**config.mk**
```make
export PLATFORM = sky130hd
export DESIGN_NAME = lc3_control_fsm_flat
export DESIGN_NICKNAME = d
export VERILOG_FILES = /design/src/rtl/lc3_control_fsm_pkg.sv /design/src/rtl/lc3_control_fsm_if.sv /design/src/rtl/lc3_control_fsm_mem_wait_timer.sv /design/src/rtl/lc3_control_fsm.sv /design/src/flat_wrapper.sv
export SDC_FILE = /design/constraint.sdc
export NUM_CORES = 1
export LEC_CHECK = 0
export ABC_AREA = 1
export BUFFER_PORTS_ARGS = -buffer_cell sky130_fd_sc_hd__buf_2
export CORE_MARGIN = 2
export CORE_UTILIZATION = 54
export CTS_BUF_LIST = sky130_fd_sc_hd__clkbuf_16
export CTS_CLUSTER_SIZE = 12
export DETAILED_ROUTE_END_ITERATION = 8
export HOLD_SLACK_MARGIN = 0.12
export PLACE_DENSITY = 0.78
export REMOVE_ABC_BUFFERS = 1
export SYNTH_ARGS = -nofsm -noshare
export SYNTH_HDL_FRONTEND = slang
export SYNTH_SLANG_ARGS = --single-unit
```
**constraint.sdc**
```tcl
create_clock -name Clk -period 2.17 [get_ports Clk]
set_input_delay 0.3255 -clock Clk [delete_from_list [all_inputs] [get_ports Clk]]
set_output_delay 0.3255 -clock Clk [all_outputs]
set_load 0.1 [all_outputs]
```
**src/rtl/lc3_control_fsm_pkg.sv**
```systemverilog
// Shared types for the LC-3 instruction sequencer.
// Contents: the sequencer state encoding, the opcode values it decodes, the
// datapath select encodings, and the packed control word that the sequencer
// registers before driving it onto the datapath.
package lc3_control_fsm_pkg;

  typedef enum logic [4:0] {
    ST_HALTED = 5'd0,
    ST_S18    = 5'd1,   // fetch: MAR <- PC, PC <- PC+1
    ST_S33    = 5'd2,   // fetch: SRAM read wait
    ST_S35    = 5'd3,   // fetch: IR <- MDR
    ST_S32    = 5'd4,   // decode, BEN <- nzp test
    ST_S1     = 5'd5,   // ADD
    ST_S5     = 5'd6,   // AND
    ST_S9     = 5'd7,   // NOT
    ST_S0     = 5'd8,   // BR test
    ST_S22    = 5'd9,   // BR taken
    ST_S12    = 5'd10,  // JMP
    ST_S4     = 5'd11,  // JSR: R7 <- PC
    ST_S21    = 5'd12,  // JSR: PC <- PC + off11
    ST_S20    = 5'd13,  // JSRR: PC <- SR1
    ST_S6     = 5'd14,  // LDR address
    ST_S25    = 5'd15,  // LDR read wait
    ST_S27    = 5'd16,  // LDR writeback
    ST_S7     = 5'd17,  // STR address
    ST_S23    = 5'd18,  // STR MDR <- SR
    ST_S16    = 5'd19,  // STR write strobe
    ST_PAUSE1 = 5'd20,  // wait for Continue press
    ST_PAUSE2 = 5'd21   // wait for Continue release
  } state_t;

  localparam logic [3:0] OP_BR    = 4'b0000;
  localparam logic [3:0] OP_ADD   = 4'b0001;
  localparam logic [3:0] OP_JSR   = 4'b0100;
  localparam logic [3:0] OP_AND   = 4'b0101;
  localparam logic [3:0] OP_LDR   = 4'b0110;
  localparam logic [3:0] OP_STR   = 4'b0111;
  localparam logic [3:0] OP_NOT   = 4'b1001;
  localparam logic [3:0] OP_JMP   = 4'b1100;
  localparam logic [3:0] OP_PAUSE = 4'b1101;

  localparam logic [1:0] PCMUX_PC1   = 2'b00;
  localparam logic [1:0] PCMUX_BUS   = 2'b01;
  localparam logic [1:0] PCMUX_ADDER = 2'b10;

  localparam logic [1:0] ADDR2_ZERO  = 2'b00;
  localparam logic [1:0] ADDR2_OFF6  = 2'b01;
  localparam logic [1:0] ADDR2_OFF9  = 2'b10;
  localparam logic [1:0] ADDR2_OFF11 = 2'b11;

  localparam logic [1:0] ALUK_ADD   = 2'b00;
  localparam logic [1:0] ALUK_AND   = 2'b01;
  localparam logic [1:0] ALUK_NOT   = 2'b10;
  localparam logic [1:0] ALUK_PASSA = 2'b11;

  typedef struct packed {
    logic       ld_mar;
    logic       ld_mdr;
    logic       ld_ir;
    logic       ld_pc;
    logic       ld_reg;
    logic       ld_cc;
    logic       ld_ben;
    logic       gate_pc;
    logic       gate_mdr;
    logic       gate_alu;
    logic       gate_marmux;
    logic [1:0] pcmux;
    logic       drmux;
    logic       sr1mux;
    logic       sr2mux;
    logic       addr1mux;
    logic [1:0] addr2mux;
    logic [1:0] aluk;
    logic       mio_en;
    logic       mem_we;
  } ctrl_t;

  // States that hold the SRAM for a fixed number of cycles.
  function automatic logic is_wait_state(input state_t s);
    return (s == ST_S33) || (s == ST_S25) || (s == ST_S16);
  endfunction

endpackage

```
**src/rtl/lc3_control_fsm_if.sv**
```systemverilog
// Sequencer <-> datapath bundle.
// master: the sequencer (reads status/IR fields, drives all controls).
// slave : the datapath (drives status/IR fields, consumes controls).
interface lc3_control_fsm_if;
  logic       Run;
  logic       Continue;
  logic [3:0] Opcode;
  logic       IR_5;
  logic       IR_11;
  logic       BEN;

  logic       LD_MAR, LD_MDR, LD_IR, LD_PC;
  logic       LD_REG, LD_CC, LD_BEN;
  logic       GatePC, GateMDR, GateALU, GateMARMUX;
  logic [1:0] PCMUX;
  logic       DRMUX, SR1MUX, SR2MUX, ADDR1MUX;
  logic [1:0] ADDR2MUX;
  logic [1:0] ALUK;
  logic       MIO_EN;
  logic       Mem_WE;

  modport master (
    input  Run, Continue, Opcode, IR_5, IR_11, BEN,
    output LD_MAR, LD_MDR, LD_IR, LD_PC, LD_REG, LD_CC, LD_BEN,
           GatePC, GateMDR, GateALU, GateMARMUX, PCMUX, DRMUX, SR1MUX,
           SR2MUX, ADDR1MUX, ADDR2MUX, ALUK, MIO_EN, Mem_WE
  );

  modport slave (
    output Run, Continue, Opcode, IR_5, IR_11, BEN,
    input  LD_MAR, LD_MDR, LD_IR, LD_PC, LD_REG, LD_CC, LD_BEN,
           GatePC, GateMDR, GateALU, GateMARMUX, PCMUX, DRMUX, SR1MUX,
           SR2MUX, ADDR1MUX, ADDR2MUX, ALUK, MIO_EN, Mem_WE
  );
endinterface

```
**src/rtl/lc3_control_fsm_mem_wait_timer.sv**
```systemverilog
// SRAM wait-state timer shared by the read/write wait states.
// Ports: clk_i/rst_i clock and synchronous reset; start_i clears the count
// (next cycle is the first of a wait); hold_i advances it (staying in a wait);
// done_o marks the current cycle as the last wait cycle; last_next_o says the
// next cycle will be the last one (used by the registered control outputs).
module lc3_control_fsm_mem_wait_timer #(
  parameter int MEM_WAIT = 2
) (
  input  logic clk_i,
  input  logic rst_i,
  input  logic start_i,
  input  logic hold_i,
  output logic done_o,
  output logic last_next_o
);
  localparam int            CW       = $clog2(MEM_WAIT + 1);
  localparam logic [CW-1:0] CNT_LAST = CW'(MEM_WAIT - 1);
  localparam logic [CW-1:0] CNT_SAT  = CW'(MEM_WAIT);
  localparam logic [CW-1:0] CNT_ONE  = CW'(1);

  logic [CW-1:0] cnt_q, cnt_d;

  // Next count: clear on entry, saturating increment while held.
  always_comb begin
    cnt_d = cnt_q;
    if (start_i) begin
      cnt_d = '0;
    end else if (hold_i && (cnt_q != CNT_SAT)) begin
      cnt_d = cnt_q + CNT_ONE;
    end else begin
      cnt_d = cnt_q;
    end
  end

  // Count register.
  always_ff @(posedge clk_i) begin
    if (rst_i) begin
      cnt_q <= '0;
    end else begin
      cnt_q <= cnt_d;
    end
  end

  assign done_o      = (cnt_q == CNT_LAST);
  assign last_next_o = (cnt_d == CNT_LAST);
endmodule

```
**src/rtl/lc3_control_fsm.sv**
```systemverilog
// LC-3 instruction sequencer: Moore FSM for fetch/decode/execute.
// Ports: Clk, Reset (synchronous, active-high); ctrl_if (master) carries
// Run/Continue/Opcode/IR_5/IR_11/BEN in and every datapath load, gate,
// mux select and SRAM strobe out. Outputs are registered: the control word
// for the next state is decoded and captured on the same edge as the state,
// so the visible outputs are always the decode of the current state.
module lc3_control_fsm
  import lc3_control_fsm_pkg::*;
#(
  parameter int MEM_WAIT = 2
) (
  input  logic Clk,
  input  logic Reset,
  lc3_control_fsm_if.master ctrl_if
);
  state_t state_q, state_d;
  ctrl_t  ctrl_q, ctrl_d;
  logic   wait_done_s, wait_last_next_s, wait_start_s, wait_hold_s;

  // Control word of a state; LD_MDR in a read wait only on its final cycle.
  function automatic ctrl_t decode(input state_t s, input logic last, input logic ir5);
    ctrl_t c;
    c = '0;
    case (s)
      ST_S18: begin c.gate_pc = 1'b1; c.ld_mar = 1'b1; c.pcmux = PCMUX_PC1; c.ld_pc = 1'b1; end
      ST_S33, ST_S25: begin c.mio_en = 1'b1; c.ld_mdr = last; end
      ST_S35: begin c.gate_mdr = 1'b1; c.ld_ir = 1'b1; end
      ST_S32: c.ld_ben = 1'b1;
      ST_S1, ST_S5, ST_S9: begin
        c.sr1mux = 1'b1; c.sr2mux = ir5; c.gate_alu = 1'b1; c.ld_reg = 1'b1; c.ld_cc = 1'b1;
        c.aluk = (s == ST_S1) ? ALUK_ADD : ((s == ST_S5) ? ALUK_AND : ALUK_NOT);
      end
      ST_S22: begin c.addr1mux = 1'b0; c.addr2mux = ADDR2_OFF9; c.pcmux = PCMUX_ADDER; c.ld_pc = 1'b1; end
      ST_S12, ST_S20: begin
        c.sr1mux = 1'b1; c.addr1mux = 1'b1; c.addr2mux = ADDR2_ZERO; c.pcmux = PCMUX_ADDER; c.ld_pc = 1'b1;
      end
      ST_S4:  begin c.gate_pc = 1'b1; c.drmux = 1'b1; c.ld_reg = 1'b1; end
      ST_S21: begin c.addr1mux = 1'b0; c.addr2mux = ADDR2_OFF11; c.pcmux = PCMUX_ADDER; c.ld_pc = 1'b1; end
      ST_S6, ST_S7: begin
        c.sr1mux = 1'b1; c.addr1mux = 1'b1; c.addr2mux = ADDR2_OFF6; c.gate_marmux = 1'b1; c.ld_mar = 1'b1;
      end
      ST_S27: begin c.gate_mdr = 1'b1; c.ld_reg = 1'b1; c.ld_cc = 1'b1; end
      // Store source is IR[11:9] passed straight through the ALU onto the bus.
      ST_S23: begin c.sr1mux = 1'b0; c.aluk = ALUK_PASSA; c.gate_alu = 1'b1; c.ld_mdr = 1'b1; c.mio_en = 1'b0; end
      ST_S16: c.mem_we = 1'b1;
      default: c = '0;
    endcase
    return c;
  endfunction

  lc3_control_fsm_mem_wait_timer #(.MEM_WAIT(MEM_WAIT)) u_wait (
    .clk_i      (Clk),
    .rst_i      (Reset),
    .start_i    (wait_start_s),
    .hold_i     (wait_hold_s),
    .done_o     (wait_done_s),
    .last_next_o(wait_last_next_s)
  );

  // Next-state selection.
  always_comb begin
    state_d = state_q;
    case (state_q)
      ST_HALTED: state_d = ctrl_if.Run ? ST_S18 : ST_HALTED;
      ST_S18:    state_d = ST_S33;
      ST_S33:    state_d = wait_done_s ? ST_S35 : ST_S33;
      ST_S35:    state_d = ST_S32;
      ST_S32: begin
        case (ctrl_if.Opcode)
          OP_ADD:   state_d = ST_S1;
          OP_AND:   state_d = ST_S5;
          OP_NOT:   state_d = ST_S9;
          OP_BR:    state_d = ST_S0;
          OP_JMP:   state_d = ST_S12;
          OP_JSR:   state_d = ST_S4;
          OP_LDR:   state_d = ST_S6;
          OP_STR:   state_d = ST_S7;
          OP_PAUSE: state_d = ST_PAUSE1;
          default:  state_d = ST_S18;
        endcase
      end
      ST_S0:     state_d = ctrl_if.BEN ? ST_S22 : ST_S18;
      ST_S4:     state_d = ctrl_if.IR_11 ? ST_S21 : ST_S20;
      ST_S6:     state_d = ST_S25;
      ST_S25:    state_d = wait_done_s ? ST_S27 : ST_S25;
      ST_S7:     state_d = ST_S23;
      ST_S23:    state_d = ST_S16;
      ST_S16:    state_d = wait_done_s ? ST_S18 : ST_S16;
      ST_PAUSE1: state_d = ctrl_if.Continue ? ST_PAUSE2 : ST_PAUSE1;
      ST_PAUSE2: state_d = ctrl_if.Continue ? ST_PAUSE2 : ST_S18;
      ST_S1, ST_S5, ST_S9, ST_S22, ST_S12,
      ST_S21, ST_S20, ST_S27: state_d = ST_S18;
      default:   state_d = ST_HALTED;
    endcase
  end

  // Timer control and the control word that goes with the next state.
  always_comb begin
    wait_start_s = is_wait_state(state_d) && (state_d != state_q);
    wait_hold_s  = is_wait_state(state_q) && (state_d == state_q);
    ctrl_d       = decode(state_d, wait_last_next_s, ctrl_if.IR_5);
  end

  // State and registered control outputs.
  always_ff @(posedge Clk) begin
    if (Reset) begin
      state_q <= ST_HALTED;
      ctrl_q  <= '0;
    end else begin
      state_q <= state_d;
      ctrl_q  <= ctrl_d;
    end
  end

  assign ctrl_if.LD_MAR     = ctrl_q.ld_mar;
  assign ctrl_if.LD_MDR     = ctrl_q.ld_mdr;
  assign ctrl_if.LD_IR      = ctrl_q.ld_ir;
  assign ctrl_if.LD_PC      = ctrl_q.ld_pc;
  assign ctrl_if.LD_REG     = ctrl_q.ld_reg;
  assign ctrl_if.LD_CC      = ctrl_q.ld_cc;
  assign ctrl_if.LD_BEN     = ctrl_q.ld_ben;
  assign ctrl_if.GatePC     = ctrl_q.gate_pc;
  assign ctrl_if.GateMDR    = ctrl_q.gate_mdr;
  assign ctrl_if.GateALU    = ctrl_q.gate_alu;
  assign ctrl_if.GateMARMUX = ctrl_q.gate_marmux;
  assign ctrl_if.PCMUX      = ctrl_q.pcmux;
  assign ctrl_if.DRMUX      = ctrl_q.drmux;
  assign ctrl_if.SR1MUX     = ctrl_q.sr1mux;
  assign ctrl_if.SR2MUX     = ctrl_q.sr2mux;
  assign ctrl_if.ADDR1MUX   = ctrl_q.addr1mux;
  assign ctrl_if.ADDR2MUX   = ctrl_q.addr2mux;
  assign ctrl_if.ALUK       = ctrl_q.aluk;
  assign ctrl_if.MIO_EN     = ctrl_q.mio_en;
  assign ctrl_if.Mem_WE     = ctrl_q.mem_we;
endmodule

```
**src/flat_wrapper.sv**
```systemverilog
// flat-port wrapper written by rule: the top's interface ports become plain ports
module lc3_control_fsm_flat import lc3_control_fsm_pkg::*;
#(
  parameter int MEM_WAIT = 2
)
  (Clk, Reset, ctrl_if_Run, ctrl_if_Continue, ctrl_if_Opcode, ctrl_if_IR_5, ctrl_if_IR_11, ctrl_if_BEN, ctrl_if_LD_MAR, ctrl_if_LD_MDR, ctrl_if_LD_IR, ctrl_if_LD_PC, ctrl_if_LD_REG, ctrl_if_LD_CC, ctrl_if_LD_BEN, ctrl_if_GatePC, ctrl_if_GateMDR, ctrl_if_GateALU, ctrl_if_GateMARMUX, ctrl_if_PCMUX, ctrl_if_DRMUX, ctrl_if_SR1MUX, ctrl_if_SR2MUX, ctrl_if_ADDR1MUX, ctrl_if_ADDR2MUX, ctrl_if_ALUK, ctrl_if_MIO_EN, ctrl_if_Mem_WE);
  lc3_control_fsm_if ctrl_if_i ();
  input  logic Clk;
  input  logic Reset;
  input wire logic [$bits(ctrl_if_i.Run)-1:0] ctrl_if_Run;
  input wire logic [$bits(ctrl_if_i.Continue)-1:0] ctrl_if_Continue;
  input wire logic [$bits(ctrl_if_i.Opcode)-1:0] ctrl_if_Opcode;
  input wire logic [$bits(ctrl_if_i.IR_5)-1:0] ctrl_if_IR_5;
  input wire logic [$bits(ctrl_if_i.IR_11)-1:0] ctrl_if_IR_11;
  input wire logic [$bits(ctrl_if_i.BEN)-1:0] ctrl_if_BEN;
  output wire logic [$bits(ctrl_if_i.LD_MAR)-1:0] ctrl_if_LD_MAR;
  output wire logic [$bits(ctrl_if_i.LD_MDR)-1:0] ctrl_if_LD_MDR;
  output wire logic [$bits(ctrl_if_i.LD_IR)-1:0] ctrl_if_LD_IR;
  output wire logic [$bits(ctrl_if_i.LD_PC)-1:0] ctrl_if_LD_PC;
  output wire logic [$bits(ctrl_if_i.LD_REG)-1:0] ctrl_if_LD_REG;
  output wire logic [$bits(ctrl_if_i.LD_CC)-1:0] ctrl_if_LD_CC;
  output wire logic [$bits(ctrl_if_i.LD_BEN)-1:0] ctrl_if_LD_BEN;
  output wire logic [$bits(ctrl_if_i.GatePC)-1:0] ctrl_if_GatePC;
  output wire logic [$bits(ctrl_if_i.GateMDR)-1:0] ctrl_if_GateMDR;
  output wire logic [$bits(ctrl_if_i.GateALU)-1:0] ctrl_if_GateALU;
  output wire logic [$bits(ctrl_if_i.GateMARMUX)-1:0] ctrl_if_GateMARMUX;
  output wire logic [$bits(ctrl_if_i.PCMUX)-1:0] ctrl_if_PCMUX;
  output wire logic [$bits(ctrl_if_i.DRMUX)-1:0] ctrl_if_DRMUX;
  output wire logic [$bits(ctrl_if_i.SR1MUX)-1:0] ctrl_if_SR1MUX;
  output wire logic [$bits(ctrl_if_i.SR2MUX)-1:0] ctrl_if_SR2MUX;
  output wire logic [$bits(ctrl_if_i.ADDR1MUX)-1:0] ctrl_if_ADDR1MUX;
  output wire logic [$bits(ctrl_if_i.ADDR2MUX)-1:0] ctrl_if_ADDR2MUX;
  output wire logic [$bits(ctrl_if_i.ALUK)-1:0] ctrl_if_ALUK;
  output wire logic [$bits(ctrl_if_i.MIO_EN)-1:0] ctrl_if_MIO_EN;
  output wire logic [$bits(ctrl_if_i.Mem_WE)-1:0] ctrl_if_Mem_WE;
  assign ctrl_if_i.Run = ctrl_if_Run;
  assign ctrl_if_i.Continue = ctrl_if_Continue;
  assign ctrl_if_i.Opcode = ctrl_if_Opcode;
  assign ctrl_if_i.IR_5 = ctrl_if_IR_5;
  assign ctrl_if_i.IR_11 = ctrl_if_IR_11;
  assign ctrl_if_i.BEN = ctrl_if_BEN;
  assign ctrl_if_LD_MAR = ctrl_if_i.LD_MAR;
  assign ctrl_if_LD_MDR = ctrl_if_i.LD_MDR;
  assign ctrl_if_LD_IR = ctrl_if_i.LD_IR;
  assign ctrl_if_LD_PC = ctrl_if_i.LD_PC;
  assign ctrl_if_LD_REG = ctrl_if_i.LD_REG;
  assign ctrl_if_LD_CC = ctrl_if_i.LD_CC;
  assign ctrl_if_LD_BEN = ctrl_if_i.LD_BEN;
  assign ctrl_if_GatePC = ctrl_if_i.GatePC;
  assign ctrl_if_GateMDR = ctrl_if_i.GateMDR;
  assign ctrl_if_GateALU = ctrl_if_i.GateALU;
  assign ctrl_if_GateMARMUX = ctrl_if_i.GateMARMUX;
  assign ctrl_if_PCMUX = ctrl_if_i.PCMUX;
  assign ctrl_if_DRMUX = ctrl_if_i.DRMUX;
  assign ctrl_if_SR1MUX = ctrl_if_i.SR1MUX;
  assign ctrl_if_SR2MUX = ctrl_if_i.SR2MUX;
  assign ctrl_if_ADDR1MUX = ctrl_if_i.ADDR1MUX;
  assign ctrl_if_ADDR2MUX = ctrl_if_i.ADDR2MUX;
  assign ctrl_if_ALUK = ctrl_if_i.ALUK;
  assign ctrl_if_MIO_EN = ctrl_if_i.MIO_EN;
  assign ctrl_if_Mem_WE = ctrl_if_i.Mem_WE;
  lc3_control_fsm #(.MEM_WAIT(MEM_WAIT)) u_core (.Clk(Clk), .Reset(Reset), .ctrl_if(ctrl_if_i));
endmodule
```
After elaboration in Yosys (flattened, before gate mapping)

Memory sizes are Yosys's and may differ from the RTL's.
Cells that the tools add are included.

Memory bits (read-only): 80
Output and inout port bits: 23
Bits of input ports: 11
Bits in registers: 30
Memories kept: 1
Logic and storage cells: 123

Bitwise gates (word level): 1
Equal/unequal tests: 44
$add $sub $neg: 1
Mux-type cells: 31
Reduce and logical (&&, ||, !) cells: 23

Memory list:

| name             | depth | bits a word | read ports | clocked after memory_dff | write ports | RTL line              | text |
|---|---|---|---|---|---|---|---|
| (name not given) | 16    | 5           | 1          | 0                        | 0           | lc3_control_fsm.sv:69 | `case (ctrl_if.Opcode)` |

Operator list:

| kind                                           | count |
|---|---|
| == test 5 x 4 -> 1 bit (second input constant) | 15 |
| one-hot mux 5 bit (15 select lines)            | 1 |
| == test 5 bit (second input constant)          | 10 |
| == test 5 x 3 -> 1 bit (second input constant) | 8 |
| == test 5 x 2 -> 1 bit (second input constant) | 4 |
| 2-to-1 mux 1 bit                               | 18 |
| 2-to-1 mux 5 bit                               | 3 |
| one-hot mux 3 bit (4 select lines)             | 1 |
| OR reduction 2 bit                             | 6 |
| OR reduction 4 bit                             | 3 |
| == test 5 x 1 -> 1 bit (second input constant) | 2 |
| 2-to-1 mux 2 bit                               | 5 |
| OR reduction 5 bit                             | 2 |
| OR reduction 8 bit                             | 1 |
| OR reduction 7 bit                             | 1 |
| OR reduction 3 bit                             | 2 |
| == test 5 bit                                  | 1 |
| logical NOT 5 bit                              | 1 |
| != test 5 bit                                  | 1 |
| == test 2 x 1 -> 1 bit (second input constant) | 2 |
| logical OR 1 bit                               | 4 |
| 2-to-1 mux 4 bit                               | 1 |
| one-hot mux 2 bit (2 select lines)             | 1 |
| logical AND 1 bit                              | 3 |
| other kinds (4)                                | 4 |

Depth between registers and ports, before layout

Gate-level depths: netlist (run 1).

Word-level depth: 10
Mapped depth: 18
Depth with buffers taken out: 17

Cells and area by module

From an unflattened synthesis (run 1), not the netlist that was laid out.

Cells, all modules: 267
Area total of the unflattened synthesis: 1800.5 sq um

Modules (own cells, without submodules):

| module                         | instances | seq. area each (sq um) | area each (sq um) | cells an instance |
|---|---|---|---|---|
| lc3_control_fsm                | 1         | 540.5                  | 1660.3            | 246 |
| lc3_control_fsm_mem_wait_timer | 1         | 40.0                   | 140.1             | 21 |

Least setup slack after synthesis (run 1)

Ideal clock, no wire load.

Path kind: input -> register
Start: input ctrl_if_Opcode[0]
End: register u_core.ctrl_q (netlist bit u_core.ctrl_if.LD_MDR)
Cell stages on the path: 14
Path buffers: 0
Data arrival time: 1.678 ns
Required time: 2.056 ns
Setup time: 0.114 ns
Setup slack: 0.378 ns
Cells stage by stage: inv_1 ha_1 nand3_1 nand2_1 nand2_1 nand3_2 nor2_1 inv_1 nor2_1 nand2_1 nand3_1 nand2_1 nand4_1 nand2_1

Cells in the longest elaborated chain, start to end: 9
Elaborated cells on any way between the ends: 18
Those cells by class: eq/ne: 7; mux: 4; reduce/logical: 6; memory: 1

Ends and longest elaborated chain:

| what                                                  | RTL line                                                        | text |
|---|---|---|
| from (decl)                                           | flat_wrapper.sv:12                                              | `input wire logic [$bits(ctrl_if_i.Opcode)-1:0] ctrl_if_Opcode;` |
| memory (16 x 5 bit) (*)                               | --                                                              |  |
| one-hot mux 5 bit (15 select lines) (*)               | lc3_control_fsm.sv:63                                           | `case (state_q)` |
| == test 5 bit, or another cell as far along           | lc3_control_fsm.sv:100                                          | `wait_hold_s = is_wait_state(state_q) && (state_d == state_q);` |
| logical AND 1 bit or logical OR 1 bit (tied branches) | lc3_control_fsm.sv:100, lc3_control_fsm_pkg.sv:81               |  |
| logical AND 1 bit or logical OR 1 bit (tied branches) | lc3_control_fsm_mem_wait_timer.sv:28, lc3_control_fsm_pkg.sv:81 |  |
| 2-to-1 mux 2 bit or logical AND 1 bit (tied branches) | lc3_control_fsm_mem_wait_timer.sv:28, lc3_control_fsm.sv:99     |  |
| 2-to-1 mux 2 bit                                      | lc3_control_fsm_mem_wait_timer.sv:26                            | `if (start_i) begin` |
| == test 2 x 1 -> 1 bit                                | lc3_control_fsm_mem_wait_timer.sv:45                            | `assign last_next_o = (cnt_d == CNT_LAST);` |
| one-hot mux 1 bit (2 select lines) (*)                | lc3_control_fsm.sv:24                                           | `case (s)` |
| to (signal assigned)                                  | lc3_control_fsm.sv:111                                          | `ctrl_q <= ctrl_d;` |
| to (decl)                                             | lc3_control_fsm.sv:17                                           | `ctrl_t ctrl_q, ctrl_d;` |

Every way passes the cells marked *; elsewhere a longest branch is shown, timed or not.
A chain may end at the register's enable or synchronous reset.

Final worst setup path (run 1)

Start: register u_core.state_q[2]
End: register u_core.ctrl_q (netlist bit u_core.ctrl_if.LD_MDR)

Cells in the longest elaborated chain, start to end: 10
Elaborated cells on any way between the ends: 42
Those cells by class: eq/ne: 28; mux: 4; reduce/logical: 10

Ends and longest elaborated chain:

| what                                                  | RTL line                                                        | text |
|---|---|---|
| from (decl)                                           | lc3_control_fsm.sv:16                                           | `state_t state_q, state_d;` |
| from (signal assigned)                                | lc3_control_fsm.sv:110                                          | `state_q <= state_d;` |
| == test 5 x 3 -> 1 bit, or another cell as far along  | lc3_control_fsm.sv:63                                           |  |
| OR reduction 8 bit                                    | lc3_control_fsm.sv:63                                           |  |
| one-hot mux 5 bit (15 select lines)                   | lc3_control_fsm.sv:63                                           |  |
| == test 5 bit, or another cell as far along           | lc3_control_fsm.sv:100                                          |  |
| logical AND 1 bit or logical OR 1 bit (tied branches) | lc3_control_fsm.sv:100, lc3_control_fsm_pkg.sv:81               |  |
| logical AND 1 bit or logical OR 1 bit (tied branches) | lc3_control_fsm_mem_wait_timer.sv:28, lc3_control_fsm_pkg.sv:81 |  |
| 2-to-1 mux 2 bit or logical AND 1 bit (tied branches) | lc3_control_fsm_mem_wait_timer.sv:28, lc3_control_fsm.sv:99     |  |
| 2-to-1 mux 2 bit                                      | lc3_control_fsm_mem_wait_timer.sv:26                            |  |
| == test 2 x 1 -> 1 bit                                | lc3_control_fsm_mem_wait_timer.sv:45                            |  |
| one-hot mux 1 bit (2 select lines) (*)                | lc3_control_fsm.sv:24                                           |  |

Marked as above.

==> results of run 1 <==
-- cell families after synthesis --
family,after synthesis,share of synthesized area [%]
buffers and inverters,44,10.5
other,1,0.216
DFF,29,33.5
adders and majority gates,8,5.77
and+or+nand+nor,154,42.5
AOI/OAI and AO/OA,20,7.50
-- worst max-delay path, cell delays in order, from the launching register on --
cell	delay, ns
dfxtp_1	0.41
buf_4	0.17
nand2_2	0.08
nor2_2	0.18
nand2_1	0.11
nand4_1	0.21
inv_2	0.10
nand2_1	0.07
nand2_1	0.07
nor2_4	0.13
nand4_1	0.12
nand2_1	0.11
inv_2	0.03
nand4_1	0.05
nand2_1	0.05
-- stage by stage --
step	total power [uW]	utilization (%)	area, um2
6_report	1530	69.7	2130
5_1_grt	1590	69.7	2130
4_1_cts	1520	68.4	2090
3_5_place_dp	891	63.9	1950
3_3_place_gp	890	63.9	1950
2_1_floorplan	827	-	1700
-- repair_timing --
| item | CTS | global route |
|---|---|---|
| endpoints found under the setup margin | 0 | 12 |
| endpoints found under the hold margin | 0 | 0 |
| gates resized for setup | 0 | 13 |
-- cell usage in the layout, fill, tap and decap left out, drive strengths merged --
cell type / n
nor3: 3
o31ai: 1
nand2: 70
a22o: 1
clkbuf: 5
buf: 37
nand3: 26
a21oi: 7
conb: 1
o211ai: 2
ha: 8
o22ai: 2
nor2: 46
a21o: 1
dfxtp: 29
inv: 39
nand3b: 1
o21ai: 5
a31oi: 1
nand4: 8
clkinv: 2
-- path summary, 6_finish.rpt --
path | start | end | slack (ns) | depth (start not counted)
max | u_core.state_q[2] | u_core.ctrl_if.LD_MDR | 0.17 | 14
min | ctrl_if_IR_5 | u_core.ctrl_if.SR2MUX | 0.27 | 3
max reg2reg | u_core.state_q[2] | u_core.ctrl_if.LD_MDR | 0.17 | 14
min reg2reg | u_core.u_wait.cnt_q[0] | u_core.u_wait.cnt_q[0] | 0.58 | 4
-- area by class of cell --
class                           instances  share of cell area, %
Multi-Input combinational cell        183                   47.3
Sequential cell                        29                   27.5
Clock inverter                          3                  0.647
Inverter                               38                   6.82
Timing Repair Buffer                   37                   9.29
Clock buffer                            5                   5.88
Tap cell                               44                   2.59
-- registers in the layout, indices dropped and copies added (netlist names), 2 cells and up --
register,count
u_core.state_q,5
u_core.u_wait.cnt_q,2
u_core.ctrl_if.ADDR2MUX,2
u_core.ctrl_if.ALUK,2
-- power groups by stage --
stage / clock network [uW] / registers, uW / logic, uW
detailed placement: 0 / 574 / 318
finish: 634 / 564 / 329
floorplan: 0 / 659 / 168
global route: 661 / 565 / 361
global placement: 0 / 574 / 316
CTS: 636 / 564 / 321
-- metal layers --
layer / vias to the layer above / global-route usage (%)
li1: 890 / -
met2: 69 / 35.8
met1: 759 / 31.0
met3: 8 / 6.40
met5: - / 0
met4: 0 / 6.52
==> results by group, run 1 <==
Synthesis
  • Synthesized cell area: 1740 um2
  • Synth top area cells: dfxtp_1, nand2_1, nor2_1
  • Syn Area/Cell: 6.78 um2
  • Top_reg_cell synth: dfxtp_1
  • Top cell type by total area after synthesis: dfxtp_1
  • Yosys cell types: 31
  • Post-synthesis register bit count: 29
  • Yosys top cell area share: 33.5%
  • EDFF count, synth: 0
  • Register area share after synthesis: 33.5%
  • Count leader, synth: nand2_1
  • Async S/R FF share, synth: 0%
  • Syn Inst Count: 256
  • Most frequent cells after synthesis: nand2_1, nor2_1, dfxtp_1, inv_1, nand3_1
  • Synth warn: 0

Worst hold path
  • HP Class: in2reg

Cells and area
  • Share of layout cells above drive strength 1: 30.2%
  • Register Area: 584 um2
  • Layout Cells excl Fill: 339
  • Area Growth Syn to Fin: 22.6%
  • Final nets: 313
  • Multi-input logic area: 1010 um2
  • Ant. Diodes: 0
  • Layout fillers: 289

Timing
  • Final min period: 2.00 ns
  • Final hold violations: 0
  • Worst Clk Skew: 0.00396 ns
  • Hold slack: 0.270 ns
  • Final Cycle Share: 92.2%
  • Max Slew Vio Count: 0
  • Post-route setup slack: 0.169 ns
  • Max Clock Freq: 500 MHz
  • Final Setup Violations: 0
  • Post-Route Setup TNS: 0 ns

Worst setup path
  • Critical path fanouts, max: 5
  • Setup crit start kind: register
  • Arr. time, crit path: 2.17 ns
  • Kind of critical path: reg2reg
  • WP data required: 2.33 ns
  • Critical path endpoint category: register

Global route
  • First-pass GRT wire length: 6360 um
  • Initial antenna violation count: 0
  • Largest net degree at the start of global routing: 22
  • Vias in the first global route: 1489
  • Grt total ovfl: 0
  • Total GRT Usage: 22.9%

Routing
  • WL met3: 307 um
  • DRC violations left: 0
  • Met1 Routed Length: 1790 um
  • WL per Instance: 11.5 um
  • DR top layer: met4
  • Final WL: 3900 um
  • Iteration-0 DRC Markers: 45
  • Number of routed nets with antenna violations: 0
  • DR vias: 1726
  • Routed wl met2: 1760 um
  • First-pass iteration count of the detailed router: 4
  • Vias per inst: 5.09

Clock network
  • Root Buffer: clkbuf_16
  • Later-pin clock latency in the skew report: 0.27 ns
  • CTS H-tree depth: 2
  • CTS Buf Count: 5
  • Clk slew on worst S/H paths: 0.05 ns
  • Clk buf depth: 2
  • TritonCTS clock tree: yes
  • Post-CTS Setup Bufs: 0
  • CTS Sinks: 29
  • # hold bufs at CTS: 0

Floorplanning
  • Total core area: 3050 um2
  • Row cnt: 20
  • Die H: 60.7 um
  • Die width: 60.7 um
  • Starting Density: 56.8%
  • Die area: 3680 um2
  • I/O pin count: 34

Placed design
  • DP Cell Count: 331
  • Quantity of I/O buffers inserted on ports: 32
  • Worst slack, placed: 0.0227 ns
  • Placer congestion estimate: 0.984
  • Hpwl dp: 2900 um

Power and ir drop
  • Int Power: 1050 uW
  • Sw Share: 31.4%
  • Sw power: 480 uW
  • Max VDD drop: 0.000634 V
  • Sequential share of power: 36.9%
  • Comb pwr share: 21.6%
  • Leakage: 0.00114 uW
  • Clock share of power: 41.5%
  • Power Density: 718 nW/um2

Outcome
  • Status: completed

Flow run
  • Maximum Capacitance Violations: 0
No activity file was read; power rests on OpenSTA's default activity.
==> inputs of run 2 (changes only) <==
Settings changed: RECOVER_POWER set to 25.
==> results by group, run 2 (synthesized netlist as in run 1, its figures left out) <==
Power and ir drop
  • Clock share of power: 41.5% (about the same)
  • Power Density: 722 nW/um2 (was 718 nW/um2)
  • Comb pwr share: 21.5% (was 21.6%)
  • Max VDD drop: 0.000633 V (was 0.000634 V)
  • Sequential share of power: 37.0% (was 36.9%)
  • Sw Share: 31.5% (was 31.4%)
  • Sw power: 480 uW (about the same)
  • Int Power: 1050 uW (about the same)
  • Leakage: 0.00108 uW (was 0.00114 uW)

Routing
  • Met1 Routed Length: 1810 um (was 1790 um)
  • Vias per inst: 5.09 (about the same)
  • WL met3: 327 um (was 307 um)
  • DR vias: 1727 (was 1726)
  • WL per Instance: 11.6 um (was 11.5 um)
  • Routed wl met2: 1760 um (about the same)
  • Final WL: 3930 um (was 3900 um)
  • Iteration-0 DRC Markers: 48 (was 45)
  • Number of routed nets with antenna violations: 0 (unchanged)
  • First-pass iteration count of the detailed router: 4 (unchanged)
  • DRC violations left: 0 (unchanged)
  • DR top layer: met4 (unchanged)

Cells and area
  • Max FFs per register: 5 (unchanged)
  • Register Area: 584 um2 (unchanged)
  • Share of layout cells above drive strength 1: 26.1% (was 30.2%)
  • Multi-input logic area: 1010 um2 (unchanged)
  • Most frequent cells in the layout: nand2_1, nor2_1, inv_1 (was nand2_1, buf_2, nor2_1)
  • Final nets: 313 (unchanged)
  • Top reg by flops: u_core.state_q (unchanged)
  • Commonest non-fill, non-tap cell in the layout: nand2_1 (unchanged)
  • Final instance area: 2110 um2 (was 2130 um2)
  • Ant. Diodes: 0 (unchanged)
  • Util after Layout: 69.2% (was 69.7%)
  • Area Growth Syn to Fin: 21.7% (was 22.6%)
  • Layout fillers: 292 (was 289)
  • Layout Cells excl Fill: 339 (unchanged)

Floorplanning
  • Row cnt: 20 (unchanged)
  • Starting Density: 56.8% (unchanged)
  • I/O pin count: 34 (unchanged)
  • Total core area: 3050 um2 (unchanged)
  • Die width: 60.7 um (unchanged)
  • Die area: 3680 um2 (unchanged)
  • Die H: 60.7 um (unchanged)

Timing
  • Final Setup Violations: 0 (unchanged)
  • Final min period: 2.00 ns (about the same)
  • Max Clock Freq: 500 MHz (about the same)
  • Worst Clk Skew: 0.00446 ns (was 0.00396 ns)
  • Final hold violations: 0 (unchanged)
  • Max Slew Vio Count: 0 (unchanged)
  • Rel. slew slack: 22.3%
  • Final Cycle Share: 92.2% (about the same)
  • Slew @ Worst Pin: 1.17 ns

Clock network
  • Later-pin clock latency in the skew report: 0.27 ns (about the same)
  • CTS Sinks: 29 (unchanged)
  • CTS H-tree depth: 2 (unchanged)
  • Clk buf depth: 2 (unchanged)
  • # hold bufs at CTS: 0 (unchanged)
  • TritonCTS clock tree: yes (unchanged)
  • Clk slew on worst S/H paths: 0.05 ns (about the same)
  • Root Buffer: clkbuf_16 (unchanged)
  • CTS Buf Count: 5 (unchanged)

Global route
  • Vias in the first global route: 1489 (unchanged)
  • First-pass GRT wire length: 6360 um (unchanged)
  • Grt total ovfl: 0 (unchanged)
  • Total GRT Usage: 22.9% (unchanged)
  • Largest net degree at the start of global routing: 22 (unchanged)
  • Initial antenna violation count: 0 (unchanged)

Worst hold path
  • HP Class: in2reg (unchanged)
  • Worst hold start: ctrl_if_IR_5 (unchanged)
  • Hold endpoint: u_core.ctrl_if.SR2MUX (unchanged)
  • Worst Hold Depth: 3 (unchanged)

Outcome
  • Status: completed (unchanged)

Placed design
  • DP Cell Count: 331 (unchanged)
  • Quantity of I/O buffers inserted on ports: 32 (unchanged)
  • Hpwl dp: 2900 um (unchanged)
  • Placer congestion estimate: 0.984 (unchanged)
  • Area post-placement: 1950 um2 (unchanged)

Worst setup path
  • Arr. time, crit path: 2.17 ns (about the same)
  • Critical path endpoint category: register (unchanged)
  • Setup crit start kind: register (unchanged)
  • Reg2reg start: u_core.state_q[2] (unchanged)
  • R2r setup slk: 0.17 ns (about the same)
  • Kind of critical path: reg2reg (unchanged)
  • R2R Path End: u_core.ctrl_if.LD_MDR (unchanged)
  • R2r worst-path depth: 14 (unchanged)
  • WP data required: 2.33 ns (about the same)
  • Critical path fanouts, max: 5 (unchanged)

Flow run
  • Maximum Capacitance Violations: 0 (unchanged)
==> run 2: cell types whose count changed in the layout (fill, tap and decap cells not counted) <==
cell	delta
buf_2	-12
clkbuf_1	+12
==> run 2: metrics by stage <==
step | TNS, ns | hold WS [ns] | setup WS (ns) | power (uW)
detailed placement | 0 | 0.551 | 0.0227 | 891
finish | 0 | 0.270 | 0.169 | 1530
global placement | 0 | 0.539 | 0.0231 | 890
global route | -0.0457 | 0.282 | -0.0241 | 1590
floorplan | 0 | 0.394 | 0.377 | 827
CTS | 0 | 0.269 | 0.0817 | 1520
==> run 2: how the worst max path moves through the flow <==
stage,start,endpoint,slack (ns)
floorplan,ctrl_if_Opcode[0],u_core.ctrl_if.LD_MDR,0.38
global placement,ctrl_if_Opcode[0],u_core.ctrl_if.LD_MDR,0.02
detailed placement,ctrl_if_Opcode[0],u_core.ctrl_if.LD_MDR,0.02
CTS,u_core.u_wait.cnt_q[1],u_core.ctrl_if.LD_MDR,0.08
global route,u_core.u_wait.cnt_q[1],u_core.ctrl_if.LD_MDR,-0.02
finish,u_core.state_q[2],u_core.ctrl_if.LD_MDR,0.17
==> run 2: area by class of cell <==
class                      count  area share (%)
clock buffer                   5            5.92
multi-input combinational    183            47.6
clock inverter                 3           0.652
inverter                      38            6.87
timing repair buffer          37            8.65
tap                           44            2.61
sequential                    29            27.7
==> run 2: power by group through the flow <==
| stage | registers [uW] | clock network (uW) | logic [uW] |
|---|---|---|---|
| after floorplan | 659 | 0 | 168 |
| after global placement | 574 | 0 | 316 |
| after detailed placement | 574 | 0 | 318 |
| after CTS | 564 | 636 | 321 |
| after global routing | 565 | 661 | 359 |
| final | 564 | 633 | 328 |
==> run 2: what timing repair did <==
item	4_1_cts	5_1_grt
gates resized for setup	0	13
buffers inserted	0	0
endpoints found under the setup margin	0	12
==> run 2: metal layers <==
metal	vias up	global-route usage, %
met3	9	6.40
met4	0	6.52
li1	889	-
met1	753	31.0
met2	76	35.8
met5	-	0
==> run 2: critical path: stages (launching register included) <==
cell and delay (ns):
dfxtp_1 0.41, buf_4 0.17, nand2_2 0.08, nor2_2 0.18
nand2_1 0.11, nand4_1 0.21, inv_2 0.10, nand2_1 0.07
nand2_1 0.07, nor2_4 0.13, nand4_1 0.12, nand2_1 0.11
inv_2 0.03, nand4_1 0.05, nand2_1 0.05
